### src/rtl/synth_voice_pkg.sv
// Shared types and constants for the voice allocator and the oscillator bank it feeds.
package synth_voice_pkg;

   typedef enum logic [1:0] {
      IDLE   = 2'd0,
      SCAN   = 2'd1,
      COMMIT = 2'd2
   } voice_state_e;

   // Wave-type encoding understood by the oscillator WaveType input.
   localparam int WAVE_W = 2;
   localparam logic [WAVE_W-1:0] WAVE_SINE   = 2'b00;
   localparam logic [WAVE_W-1:0] WAVE_SQUARE = 2'b01;
   localparam logic [WAVE_W-1:0] WAVE_SAW    = 2'b10;
   localparam logic [WAVE_W-1:0] WAVE_TRI    = 2'b11;

   localparam int DEF_NOTE_W = 7;
   localparam int DEF_AGE_W  = 8;

endpackage

### src/rtl/voice_scan.sv
// Walks the voice bank one voice per cycle, keeping the match / free / oldest candidates.
module voice_scan
   import synth_voice_pkg::*;
#(
   parameter int NUM_VOICES = 4,
   parameter int NOTE_W     = DEF_NOTE_W,
   parameter int AGE_W      = DEF_AGE_W,
   parameter int IDX_W      = 2
)(
   input  logic              clk,
   input  logic              rst,
   input  logic              clear,
   input  logic              step,
   input  logic [NOTE_W-1:0] evt_note,
   input  logic              cur_gate,
   input  logic [NOTE_W-1:0] cur_note,
   input  logic [AGE_W-1:0]  cur_age,
   output logic [IDX_W-1:0]  index,
   output logic              last,
   output logic              match_found,
   output logic [IDX_W-1:0]  target,
   output logic              steal
);

   logic [IDX_W-1:0] match_idx;
   logic [IDX_W-1:0] free_idx;
   logic [IDX_W-1:0] old_idx;
   logic [AGE_W-1:0] old_age;
   logic             free_found;
   logic             old_found;

   assign last = (index == IDX_W'(NUM_VOICES - 1));

   always_ff @(posedge clk) begin
      if (rst) begin
         index       <= '0;
         match_found <= 1'b0;
         free_found  <= 1'b0;
         old_found   <= 1'b0;
      end else if (clear) begin
         index       <= '0;
         match_found <= 1'b0;
         free_found  <= 1'b0;
         old_found   <= 1'b0;
         match_idx   <= '0;
         free_idx    <= '0;
         old_idx     <= '0;
         old_age     <= '0;
      end else if (step) begin
         if (cur_gate && (cur_note == evt_note) && !match_found) begin
            match_found <= 1'b1;
            match_idx   <= index;
         end
         if (!cur_gate && !free_found) begin
            free_found <= 1'b1;
            free_idx   <= index;
         end
         // Strict compare keeps the lowest index on equal ages.
         if (cur_gate && (!old_found || (cur_age > old_age))) begin
            old_found <= 1'b1;
            old_idx   <= index;
            old_age   <= cur_age;
         end
         if (!last) index <= index + 1'b1;
      end
   end

   always_comb begin
      target = old_idx;
      steal  = 1'b0;
      if (match_found)     target = match_idx;
      else if (free_found) target = free_idx;
      else                 steal  = 1'b1;
   end

endmodule

### src/rtl/voice_allocator.sv
// Note-event to voice-bank allocator: retrigger, free voice, or steal the oldest.
// Optional sustain pedal support is enabled by defining VOICE_ALLOC_SUSTAIN_EN.
module voice_allocator
   import synth_voice_pkg::*;
#(
   parameter int NUM_VOICES = 4,
   parameter int NOTE_W     = DEF_NOTE_W,
   parameter int AGE_W      = DEF_AGE_W
)(
   input  logic                         Clock,
   input  logic                         Reset,
   input  logic                         EvtValid,
   output logic                         EvtReady,
   input  logic                         EvtNoteOn,
   input  logic [NOTE_W-1:0]            EvtNote,
   input  logic [WAVE_W-1:0]            EvtWaveType,
`ifdef VOICE_ALLOC_SUSTAIN_EN
   input  logic                         Sustain,
`endif
   output logic [NUM_VOICES-1:0]        VoiceGate,
   output logic [NUM_VOICES*NOTE_W-1:0] VoiceNote,
   output logic [NUM_VOICES*WAVE_W-1:0] VoiceWaveType,
   output logic [NUM_VOICES-1:0]        VoiceLoad,
   output logic                         Stolen
);

   localparam int IDX_W = (NUM_VOICES > 1) ? $clog2(NUM_VOICES) : 1;

   function automatic logic [AGE_W-1:0] sat_inc(input logic [AGE_W-1:0] a);
      return (&a) ? a : a + 1'b1;
   endfunction

   voice_state_e      state;
   logic              accept;
   logic              release_now;
   logic              evt_on;
   logic [NOTE_W-1:0] evt_note;
   logic [WAVE_W-1:0] evt_wave;
   logic [NOTE_W-1:0] note_r [NUM_VOICES];
   logic [WAVE_W-1:0] wave_r [NUM_VOICES];
   logic [AGE_W-1:0]  age_r  [NUM_VOICES];

   logic [IDX_W-1:0]  scan_index;
   logic              scan_last;
   logic              match_found;
   logic [IDX_W-1:0]  target;
   logic              steal;

`ifdef VOICE_ALLOC_SUSTAIN_EN
   logic                  sustain_q;
   logic                  rel_pend;
   logic [NUM_VOICES-1:0] sus;
   assign release_now = (state == IDLE) & rel_pend;
`else
   assign release_now = 1'b0;
`endif

   assign EvtReady = (state == IDLE) & ~Reset & ~release_now;
   assign accept   = EvtValid & EvtReady;

   genvar g;
   for (g = 0; g < NUM_VOICES; g++) begin : g_flat
      assign VoiceNote[g*NOTE_W +: NOTE_W]     = note_r[g];
      assign VoiceWaveType[g*WAVE_W +: WAVE_W] = wave_r[g];
   end

   voice_scan #(
      .NUM_VOICES (NUM_VOICES),
      .NOTE_W     (NOTE_W),
      .AGE_W      (AGE_W),
      .IDX_W      (IDX_W)
   ) u_scan (
      .clk         (Clock),
      .rst         (Reset),
      .clear       (accept),
      .step        (state == SCAN),
      .evt_note    (evt_note),
      .cur_gate    (VoiceGate[scan_index]),
      .cur_note    (note_r[scan_index]),
      .cur_age     (age_r[scan_index]),
      .index       (scan_index),
      .last        (scan_last),
      .match_found (match_found),
      .target      (target),
      .steal       (steal)
   );

   // Event latch holds data only; state reset alone discards an in-flight event.
   always_ff @(posedge Clock) begin
      if (accept) begin
         evt_on   <= EvtNoteOn;
         evt_note <= EvtNote;
         evt_wave <= EvtWaveType;
      end
   end

   always_ff @(posedge Clock) begin
      if (Reset) begin
         state     <= IDLE;
         VoiceGate <= '0;
         VoiceLoad <= '0;
         Stolen    <= 1'b0;
         for (int i = 0; i < NUM_VOICES; i++) begin
            note_r[i] <= '0;
            wave_r[i] <= '0;
            age_r[i]  <= '0;
         end
`ifdef VOICE_ALLOC_SUSTAIN_EN
         sustain_q <= 1'b0;
         rel_pend  <= 1'b0;
         sus       <= '0;
`endif
      end else begin
         VoiceLoad <= '0;
         Stolen    <= 1'b0;
`ifdef VOICE_ALLOC_SUSTAIN_EN
         sustain_q <= Sustain;
         if (sustain_q && !Sustain) rel_pend <= 1'b1;
         else if (release_now)      rel_pend <= 1'b0;
`endif
         case (state)
            IDLE: begin
`ifdef VOICE_ALLOC_SUSTAIN_EN
               if (release_now) begin
                  VoiceGate <= VoiceGate & ~sus;
                  sus       <= '0;
               end
`endif
               if (accept) state <= SCAN;
            end
            SCAN: begin
               if (scan_last) state <= COMMIT;
            end
            COMMIT: begin
               state <= IDLE;
               if (evt_on) begin
                  Stolen <= steal;
                  for (int i = 0; i < NUM_VOICES; i++) begin
                     if (i == int'(target)) begin
                        VoiceGate[i] <= 1'b1;
                        note_r[i]    <= evt_note;
                        wave_r[i]    <= evt_wave;
                        age_r[i]     <= '0;
                        VoiceLoad[i] <= 1'b1;
`ifdef VOICE_ALLOC_SUSTAIN_EN
                        sus[i]       <= 1'b0;
`endif
                     end else if (VoiceGate[i]) begin
                        age_r[i] <= sat_inc(age_r[i]);
                     end
                  end
               end else if (match_found) begin
                  for (int i = 0; i < NUM_VOICES; i++) begin
                     if (i == int'(target)) begin
`ifdef VOICE_ALLOC_SUSTAIN_EN
                        if (Sustain) sus[i]       <= 1'b1;
                        else         VoiceGate[i] <= 1'b0;
`else
                        VoiceGate[i] <= 1'b0;
`endif
                     end
                  end
               end
            end
            default: state <= IDLE;
         endcase
      end
   end

endmodule
### config.mk
export PLATFORM = sky130hd
export DESIGN_NAME = voice_allocator
export DESIGN_NICKNAME = d
export VERILOG_FILES = /design/src/rtl/synth_voice_pkg.sv /design/src/rtl/voice_scan.sv /design/src/rtl/voice_allocator.sv
export SDC_FILE = /design/constraint.sdc
export NUM_CORES = 1
export LEC_CHECK = 0
export ABC_AREA = 1
export BUFFER_PORTS_ARGS = -buffer_cell sky130_fd_sc_hd__buf_2
export CAP_MARGIN = 20
export CORE_UTILIZATION = 59
export DETAILED_ROUTE_END_ITERATION = 6
export PLACE_DENSITY = 0.8
export SETUP_SLACK_MARGIN = 0.5
export SYNTH_ARGS = -nofsm -noshare
export SYNTH_HDL_FRONTEND = slang
export SYNTH_SLANG_ARGS = --single-unit
### constraint.sdc
create_clock -name Clock -period 3 [get_ports Clock]
set_input_delay 0.6 -clock Clock [delete_from_list [all_inputs] [get_ports Clock]]
set_output_delay 0.6 -clock Clock [all_outputs]
set_load 0.05 [all_outputs]
==> results of run 1 <==
registers in the layout (all words and copies together), names as in the netlist, named ones only:
register            cells
evt_wave                2
u_scan.index            2
u_scan.old_age          8
note_r                 28
age_r                  32
state                   2
Stolen                  1
VoiceLoad               4
u_scan.old_found        1
evt_on                  1
evt_note                7
VoiceGate               4
u_scan.free_found       1
u_scan.old_idx          2
u_scan.free_idx         2
wave_r                  8
u_scan.match_idx        2
u_scan.match_found      1
worst paths after layout:
| kind | endpoint | from |
|---|---|---|
| worst max register to register | u_scan.old_idx[1]$_SDFFCE_PP0P_ | age_r[1][5]$_SDFFCE_PN0P_ |
| worst max-delay path | u_scan.old_idx[1]$_SDFFCE_PP0P_ | age_r[1][5]$_SDFFCE_PN0P_ |
| worst min register to register | u_scan.old_found$_SDFFE_PP0P_ | u_scan.old_found$_SDFFE_PP0P_ |
| worst min-delay path | evt_note[0]$_DFFE_PP_ | EvtNote[0] |
where the power goes:
group          switching, mW  total [mW]  internal, mW
registers             0.0432        1.76          1.72
logic                  0.281       0.399         0.117
clock network          0.525       0.839         0.314
cell type report:
| type | count | area share [%] |
|---|---|---|
| Clock buffer | 9 | 2.08 |
| Clock inverter | 6 | 0.902 |
| Tap cell | 108 | 2.27 |
| Inverter | 70 | 4.53 |
| Multi-Input combinational cell | 368 | 31.5 |
| Sequential cell | 110 | 52.4 |
| Timing Repair Buffer | 67 | 6.27 |
metal layers:
| metal | share of wire, % | routed length (um) | GRT usage [%] |
|---|---|---|---|
| met5 | 0 | 0 | 0 |
| met2 | 48 | 5710 | 41.9 |
| met1 | 41 | 4890 | 36.2 |
| met3 | 8.3 | 979 | 4.84 |
| met4 | 2.1 | 248 | 10.3 |
stage by stage:
stage	setup WS, ns	total power [mW]
after floorplan	0.659	2.07
after global placement	0.609	2.16
after detailed placement	0.565	2.18
after CTS	0.526	2.99
after global routing	0.504	3.11
final	0.734	3.00
cell families (layout without fill, tap and decap cells):
logic type,after synthesis,count (layout),synth area share [%]
AO/OA/AOI/OAI,66,66,6.98
XOR/XNOR,13,13,2.15
adder cells (fa/ha/maj),13,13,3.07
buffers and inverters,80,152,5.92
flip-flops,110,110,58.9
AND/OR/NAND/NOR,276,276,23.0
worst reg2reg max path: cells and delay by family, from the launching register on:
| kind | cells | cell delay [ns] |
|---|---|---|
| simple gates | 7 | 0.56 |
| compound gates | 4 | 0.52 |
| flops | 1 | 0.44 |
| fa+ha+maj | 1 | 0.29 |
| buf+inv | 1 | 0.15 |
placed cells by master (no fill, tap or decap), drive strengths merged:
cell type,instances
nand2,121
nor2,97
edfxtp,92
inv,73
buf,67
nand3,40
a21oi,33
o21ai,26
dfxtp,18
ha,13
xor2,10
clkbuf,9
nor3,8
nor3b,5
o21bai,3
xnor2,3
nand4,2
clkinv,2
nand3b,1
o31ai,1
or2,1
a21o,1
a31o,1
a31oi,1
nor4,1
clkinvlp,1
==> results_dict.tcl, run 1 <==
set metrics [dict create \
    status "complete, no violations" \
    first_global_vias 3918 \
    p_leak_nw 2.57 \
    relSlewSlack_pct 52.8 \
    cap_violations 0 \
    worstSetupPathType "reg -> reg" \
    vias 4107 \
    synth_top_cell_by_area "edfxtp_1" \
    rows 34 \
    critPathCaptureType "register" \
    ys_seq_elements 110 \
    arrival_ns 2.35 \
    cts_hold_buf 0 \
    ys_top_cells_by_count "nand2_1, edfxtp_1, nor2_1" \
    hpwlAfterDp_um 8750 \
    regArea_um2 3130 \
    cp.required_ns 3.08 \
    syn-cell-area_um2 5310 \
    async_flop_share_pct 0 \
    ys_warn_count 0 \
    area_growth_pct 12.4 \
    cts_max_path_buffers 2 \
    via_per_inst 5.57 \
    drc 0 \
    rr_worst_depth 13 \
    wl_per_cell_um 16.0 \
    setup_violations 0 \
    drt_wl_total_um 11800 \
    crit_chain "inv_1, a21oi_1, o21ai_0, nand2_1, ha_1, a21oi_1, nor2_1, o21ai_0, nand2_1, nand2_1, nand2_1, nand2_1, nand2_2" \
    grt_pass1_wl_um 19200 \
    cp_top_family "simple AND/OR/NAND/NOR gates" \
    synth_cell_types 38 \
    synthTopCellsByArea "edfxtp_1, nand2_1, dfxtp_1, nor2_1, inv_1" \
    max_freq_mhz 441 \
    cts_tree "done" \
    dpl_cell_area_um2 5750 \
    clk_pin_slew_ns 0.11 \
    drtIter0Drc 369 \
    antenna_found_initial 0 \
    cts_made_buffers 9 \
    cp_max_fo 10 \
    die_x_um 96.8 \
    seq_area_frac_synth_pct 58.9 \
    multiInputGateArea_um2 1880 \
    start_util_pct 60.8 \
    min_period_ns 2.27 \
    hold_depth 1 \
    hold_viol_final 0 \
    fin_setup_tns_ns 0 \
    overflow 0 \
    post-synth-top-count-cell "nand2_1" \
    antenna_cells 0 \
    cts-root-buf "clkbuf_8" \
    cp_common_cell "nand2_1" \
    drive_gt1_share_pct 20.0 \
    track_usage_pct 26.4 \
    cts.sinks 110 \
    critPathLaunchType "register" \
    path_buf_inv 1 \
    nNetsFinal 652 \
    clk_latency_ns 0.38 \
    regToRegSetupSlack_ns 0.73 \
    fin_skew_ns 0.0213 \
    synth_nets 584 \
    die_h_um 96.8 \
    ioPinCount 59 \
    netlist_instances 558 \
    slowest_stage "edfxtp_1" \
    hold_ws_ns 0.387 \
    grt_max_degree 31 \
    ant_nets 0 \
    avgSynthCellArea_um2 9.51 \
    numPortBuffers 58 \
    finalMaxSlewViolations 0 \
    hold_class "in -> reg" \
    post_cts_resized 0 \
    power.density_nw_per_um2 503 \
    synth-edff-count 92 \
    netlist.area_leader.share_pct 52.1 \
    tightest_slew_ns 0.706 \
    cp.depth 13 \
    nFillCells 655 \
    fin_area_um2 5960 \
    slowest_delay_ns 0.44 \
    post-route-period-util_pct 75.5 \
    utilization_pct 68.4 \
    post_layout_nonfiller_instances 738 \
    gp_congestion 0.877 \
    rsz0062_at_grt "no" \
    core_um2 8720 \
    dieArea_um2 9380 \
    htreeDepth 3 \
    ir_drop_mv 0.354 \
    placed_cells_incl_taps 723 \
    first_pass_iters 5 \
    ys.flop_type "edfxtp_1" \
    post_cts_buffers 0 \
]
No activity file was read; power rests on OpenSTA's default activity.
==> run 2: changes to the inputs <==
--- a/config.mk
+++ b/config.mk
@@ -8,9 +8,9 @@
 export ABC_AREA = 1
 export BUFFER_PORTS_ARGS = -buffer_cell sky130_fd_sc_hd__buf_2
 export CAP_MARGIN = 20
-export CORE_UTILIZATION = 59
+export CORE_UTILIZATION = 53
 export DETAILED_ROUTE_END_ITERATION = 6
-export PLACE_DENSITY = 0.8
+export PLACE_DENSITY = 0.76
 export SETUP_SLACK_MARGIN = 0.5
 export SYNTH_ARGS = -nofsm -noshare
 export SYNTH_HDL_FRONTEND = slang
==> constraint.sdc (replaced) <==
create_clock -name Clock -period 1.9 [get_ports Clock]
set_input_delay 0.38 -clock Clock [delete_from_list [all_inputs] [get_ports Clock]]
set_output_delay 0.38 -clock Clock [all_outputs]
set_load 0.05 [all_outputs]
==> results_dict.tcl, run 2 (same netlist as run 1, synthesis figures left out) <==
set metrics [dict create \
    top_regs "age_r (32), note_r (28)" \
    drive_gt1_share_pct 39.9 \
    vias 4573 \
    wl_per_cell_um 17.8 \
    hold_class "in -> reg" \
    track_usage_pct 28.9 \
    hold_depth 1 \
    cp_max_fo 8 \
    critPathLaunchType "register" \
    cts_tree "done" \
    setup_ws_ns -0.184 \
    area_growth_pct 39.1 \
    drt_wl_total_um 14900 \
    hpwlAfterDp_um 9580 \
    cts-root-buf "clkbuf_8" \
    p_total_mw 5.19 \
    p_comb_share_pct 18.3 \
    overflow 0 \
    grt_pass1_wl_um 22000 \
    first_pass_iters 5 \
    gp_congestion 0.839 \
    p_leak_nw 3.13 \
    cap_violations 0 \
    cts_hold_buf 0 \
    largest_reg_flops 32 \
    post-route-period-util_pct 110 \
    rsz0062_at_grt "yes" \
    p_clk_share_pct 28.1 \
    hold_end "evt_wave[1]$_DFFE_PP_" \
    antenna_found_initial 0 \
    tightest_slew_ns 0.359 \
    via_per_inst 5.46 \
    grt_max_degree 23 \
    critPathCaptureType "register" \
    relSlewSlack_pct 75.9 \
    cts_max_path_buffers 2 \
    swShare_pct 30.2 \
    numPortBuffers 58 \
    status "finished with violations" \
    min_period_ns 2.08 \
    die_h_um 102 \
    rr_worst_depth 13 \
    die_x_um 102 \
    p_seq_share_pct 53.6 \
    ant_nets 0 \
    most-common-layout-cells "nand2_1, edfxtp_1, nor2_1" \
    fin_skew_ns 0.0144 \
    hold_start "EvtWaveType[1]" \
    internal-power_mw 3.62 \
    antenna_cells 0 \
    nFillCells 646 \
    ir_drop_mv 0.553 \
    utilization_pct 75.8 \
    nNetsFinal 725 \
    clk_latency_ns 0.39 \
    regToRegSetupSlack_ns -0.18 \
    rows 36 \
    ioPinCount 59 \
    arrival_ns 2.19 \
    reg2reg_to "u_scan.old_age[4]$_SDFFCE_PP0P_" \
    cts_made_buffers 9 \
    start_util_pct 54.5 \
    worstSetupPathType "reg -> reg" \
    power.switching_mw 1.57 \
    power.density_nw_per_um2 704 \
    drtIter0Drc 352 \
    dieArea_um2 10400 \
    setup_violations 12 \
    cp.required_ns 2.01 \
    cts.sinks 110 \
    htreeDepth 3 \
    first_global_vias 4372 \
    core_um2 9730 \
    post_layout_nonfiller_instances 837 \
    clk_pin_slew_ns 0.12 \
    max_freq_mhz 480 \
    top_register "age_r" \
    preCtsSetupSlack_ns -0.186 \
    hold_viol_final 0 \
    drc 0 \
    finalMaxSlewViolations 0 \
    layout_commonest_cell "nand2_1" \
    placed_cells_incl_taps 795 \
    violations "negative setup slack" \
]
-- run 2: cell count changes in the layout (fill, tap and decap cells not counted), sizes merged --
cell / previous run / this run
nand2: 121 / 122
buf: 67 / 139
clkinv: 2 / 3
-- run 2: power by group through the flow --
stage,combinational [mW],clock [mW],sequential (mW)
global placement,0.739,0,2.82
finish,0.948,1.46,2.78
global route,1.01,1.54,2.79
floorplan,0.419,0,2.91
CTS,0.869,1.46,2.78
detailed placement,0.755,0,2.82
-- run 2: metrics by stage --
step | setup TNS (ns) | hold slack, ns | area (um^2)
3_3_place_gp | -1.44 | 0.446 | 6330
6_report | -2.10 | 0.154 | 7380
5_1_grt | -3.90 | 0.147 | 7380
3_5_place_dp | -2.03 | 0.445 | 6330
4_1_cts | -1.36 | 0.154 | 7200
2_1_floorplan | -0.828 | 0.430 | 5530
-- run 2: layout make-up --
class,count,area (um^2),area share (%)
sequential,110,3140,42.6
multi-input combinational,369,2370,32.1
timing repair buffer,139,1200,16.3
inverter,70,293,3.97
tap,133,166,2.26
clock buffer,9,124,1.68
clock inverter,7,82.6,1.12
-- run 2: how the worst max path moves through the flow --
stage,to,slack [ns]
after global routing,u_scan.old_age[2]$_SDFFCE_PP0P_,-0.30
after floorplan,u_scan.old_age[0]$_SDFFCE_PP0P_,-0.08
final,u_scan.old_age[4]$_SDFFCE_PP0P_,-0.18
after CTS,u_scan.old_age[3]$_SDFFCE_PP0P_,-0.14
after detailed placement,u_scan.old_idx[0]$_SDFFCE_PP0P_,-0.19
after global placement,u_scan.old_idx[0]$_SDFFCE_PP0P_,-0.13
-- run 2: worst max-delay path, cell delays in order, from the launching register on --
cell	delay, ns
dfxtp_4	0.40
inv_4	0.06
buf_12	0.15
o21ai_2	0.16
nand2_1	0.09
ha_1	0.31
nand2_1	0.08
nor2_2	0.13
a21oi_1	0.07
nand2_1	0.05
nand2_1	0.04
nand2_1	0.06
nand2_2	0.09
nand2_4	0.11
-- run 2: repair_timing --
item                       4_1_cts  5_1_grt
cloned                           2        0
setup buffers                   22        2
resized for setup              130       47
setup endpoints to repair      176      195
pin swaps                       24       12
-- run 2: metal layers --
metal	GRT usage, %	vias to the layer above	part of all wire, %
li1	-	2134	-
met3	4.58	32	8.4
met4	12.1	0	2.3
met2	49.1	212	51
met1	36.9	2195	38
met5	0	-	0
==> run 3: changes to the inputs <==
--- a/config.mk
+++ b/config.mk
@@ -5,13 +5,13 @@
 export SDC_FILE = /design/constraint.sdc
 export NUM_CORES = 1
 export LEC_CHECK = 0
-export ABC_AREA = 1
 export BUFFER_PORTS_ARGS = -buffer_cell sky130_fd_sc_hd__buf_2
 export CAP_MARGIN = 20
-export CORE_UTILIZATION = 53
+export CORE_UTILIZATION = 55
+export CTS_BUF_LIST = sky130_fd_sc_hd__clkbuf_2
 export DETAILED_ROUTE_END_ITERATION = 6
-export PLACE_DENSITY = 0.76
-export SETUP_SLACK_MARGIN = 0.5
+export PLACE_DENSITY = 0.79
+export SETUP_SLACK_MARGIN = 0.1
 export SYNTH_ARGS = -nofsm -noshare
 export SYNTH_HDL_FRONTEND = slang
 export SYNTH_SLANG_ARGS = --single-unit
==> results_dict.tcl, run 3 <==
set metrics [dict create \
    status "finished with violations" \
    violations "design-rule violations, negative setup slack" \
    ys_top_cells_by_count "edfxtp_1, nor2_1, and2_1" \
    fin_skew_ns 0.0475 \
    numPortBuffers 58 \
    cap_violations 0 \
    track_usage_pct 27.5 \
    layout_commonest_cell "edfxtp_1" \
    area_growth_pct 38.2 \
    cts.sinks 110 \
    drc 1 \
    clk_latency_ns 0.63 \
    ioPinCount 59 \
    first_pass_iters 7 \
    syn-cell-area_um2 5120 \
    core_um2 8850 \
    synth_top_cell_by_area "edfxtp_1" \
    power.density_nw_per_um2 669 \
    netlist_instances 398 \
    netlist.area_leader.share_pct 53.9 \
    cts_max_path_buffers 2 \
    async_flop_share_pct 0 \
    antenna_cells 0 \
    via_per_inst 6.01 \
    gp_congestion 0.850 \
    p_leak_nw 2.84 \
    hpwlAfterDp_um 8580 \
    critPathLaunchType "register" \
    first_global_vias 3795 \
    synth_cell_types 37 \
    dpl_cell_area_um2 6190 \
    finalMaxSlewViolations 0 \
    arrival_ns 2.76 \
    utilization_pct 80.0 \
    setup_ws_ns -0.468 \
    ant_nets 0 \
    hold_class "in -> reg" \
    post-route-period-util_pct 125 \
    synth-edff-count 92 \
    fin_area_um2 7080 \
    grt_max_degree 24 \
    nNetsFinal 589 \
    drive_gt1_share_pct 43.0 \
    vias 4065 \
    wl_per_cell_um 22.8 \
    critPathCaptureType "register" \
    hold_viol_final 0 \
    min_period_ns 2.37 \
    cts_made_buffers 9 \
    clk_pin_slew_ns 0.38 \
    post-synth-top-count-cell "edfxtp_1" \
    synthTopCellsByArea "edfxtp_1, dfxtp_1, and2_1, mux4_2, nor2_1" \
    cp_max_fo 8 \
    hold_ws_ns 0.0546 \
    die_x_um 98.5 \
    ys.flop_type "edfxtp_1" \
    die_h_um 98.5 \
    cts-root-buf "clkbuf_2" \
    drtIter0Drc 286 \
    overflow 0 \
    tightest_slew_ns 0.463 \
    slowest_delay_ns 0.56 \
    placed_cells_incl_taps 629 \
    worstSetupPathType "reg -> reg" \
    rows 34 \
    cp.required_ns 2.29 \
    ys_warn_count 0 \
    most-common-layout-cells "edfxtp_1, buf_4, nor2_1, buf_2, and2_1" \
    ys_seq_elements 110 \
    slowest_stage "mux4_2" \
    dieArea_um2 9700 \
    seq_area_frac_synth_pct 61.0 \
    htreeDepth 3 \
    p_total_mw 4.74 \
    rsz0062_at_grt "yes" \
    largest_reg_flops 32 \
    top_regs "age_r (32), note_r (28)" \
    start_util_pct 57.9 \
    relSlewSlack_pct 68.8 \
    avgSynthCellArea_um2 12.9 \
    cts_tree "done" \
    drt_wl_total_um 15400 \
    antenna_found_initial 0 \
    setup_violations 54 \
    ir_drop_mv 0.481 \
    crit_chain "mux4_2, ha_4, nor2b_1, o21ai_1, nand2b_1, a21oi_2, o21ai_2, a21o_2" \
    top_register "age_r" \
    post_layout_nonfiller_instances 676 \
    synth_nets 424 \
    max_freq_mhz 422 \
    grt_pass1_wl_um 19800 \
]
[run 3: cell count changes in the layout (fill, tap and decap cells not counted), moves of 12 or more]
cell	before	now
buf_6	41	22
nor2_1	76	45
and2_1	0	36
buf_2	22	45
nand3_1	32	14
inv_1	50	14
xnor2_1	2	14
nand2_1	100	13
a21oi_1	21	4
[run 3: layer usage]
metal | routed length, um | up-vias | global-route usage [%]
li1 | - | 1762 | -
met3 | 1240 | 69 | 5.11
met1 | 5570 | 1987 | 35.3
met5 | 0 | - | 0
met4 | 795 | 0 | 11.7
met2 | 7810 | 247 | 46.3
[run 3: kinds of logic after synthesis]
kind of cell	Yosys count	share of synthesized area, %
fa+ha+maj	13	3.18
simple gates	166	16.5
xor+xnor	35	5.98
flops	110	61.0
compound gates	28	3.49
mux	23	7.96
buf+inv	23	1.91
[run 3: critical path: cells and delay by family, from the launching register on]
family          cells  cell delay (ns)
mux                 1             0.56
compound gates      4             0.56
flops               1             0.49
fa+ha+maj           1             0.29
simple gates        2             0.24
[run 3: path summary, 6_finish.rpt]
path	from	to	slack [ns]	depth (start not counted)
max reg2reg	register	u_scan.old_age[0]$_SDFFCE_PP0P_	-0.47	8
min reg2reg	VoiceGate[2]$_SDFFE_PP0P_	VoiceGate[2]$_SDFFE_PP0P_	0.57	2
max	register	u_scan.old_age[0]$_SDFFCE_PP0P_	-0.47	8
min	EvtValid	state[0]$_SDFFE_PP0P_	0.05	3
[run 3: cell type report]
cell class / instances / area (um^2)
clock buffers: 9 / 45.0
multi-input cells: 266 / 2240
inverters: 16 / 63.8
clock inverters: 7 / 93.8
fillers: 475 / 1770
repair buffers: 160 / 1360
flip-flops and latches: 110 / 3140
well taps: 108 / 135
[run 3: power by group]
part	internal [mW]	switching, mW
clock network	0.245	0.948
logic	0.358	0.408
registers	2.70	0.0763
[run 3: repair_timing]
action,in CTS,in global routing
pin swaps,14,16
resized for setup,57,71
endpoints found under the hold margin,10,0
hold buffers,10,0
setup buffers,17,15
gates cloned,1,3
endpoints found under the setup margin,75,114
[run 3: per-stage QoR]
stage               setup TNS (ns)  setup slack [ns]
global route                -10.63            -0.542
CTS                          -4.52            -0.402
detailed placement           -6.29            -0.488
finish                       -8.16            -0.468
global placement             -5.24            -0.432
floorplan                    -5.09            -0.439
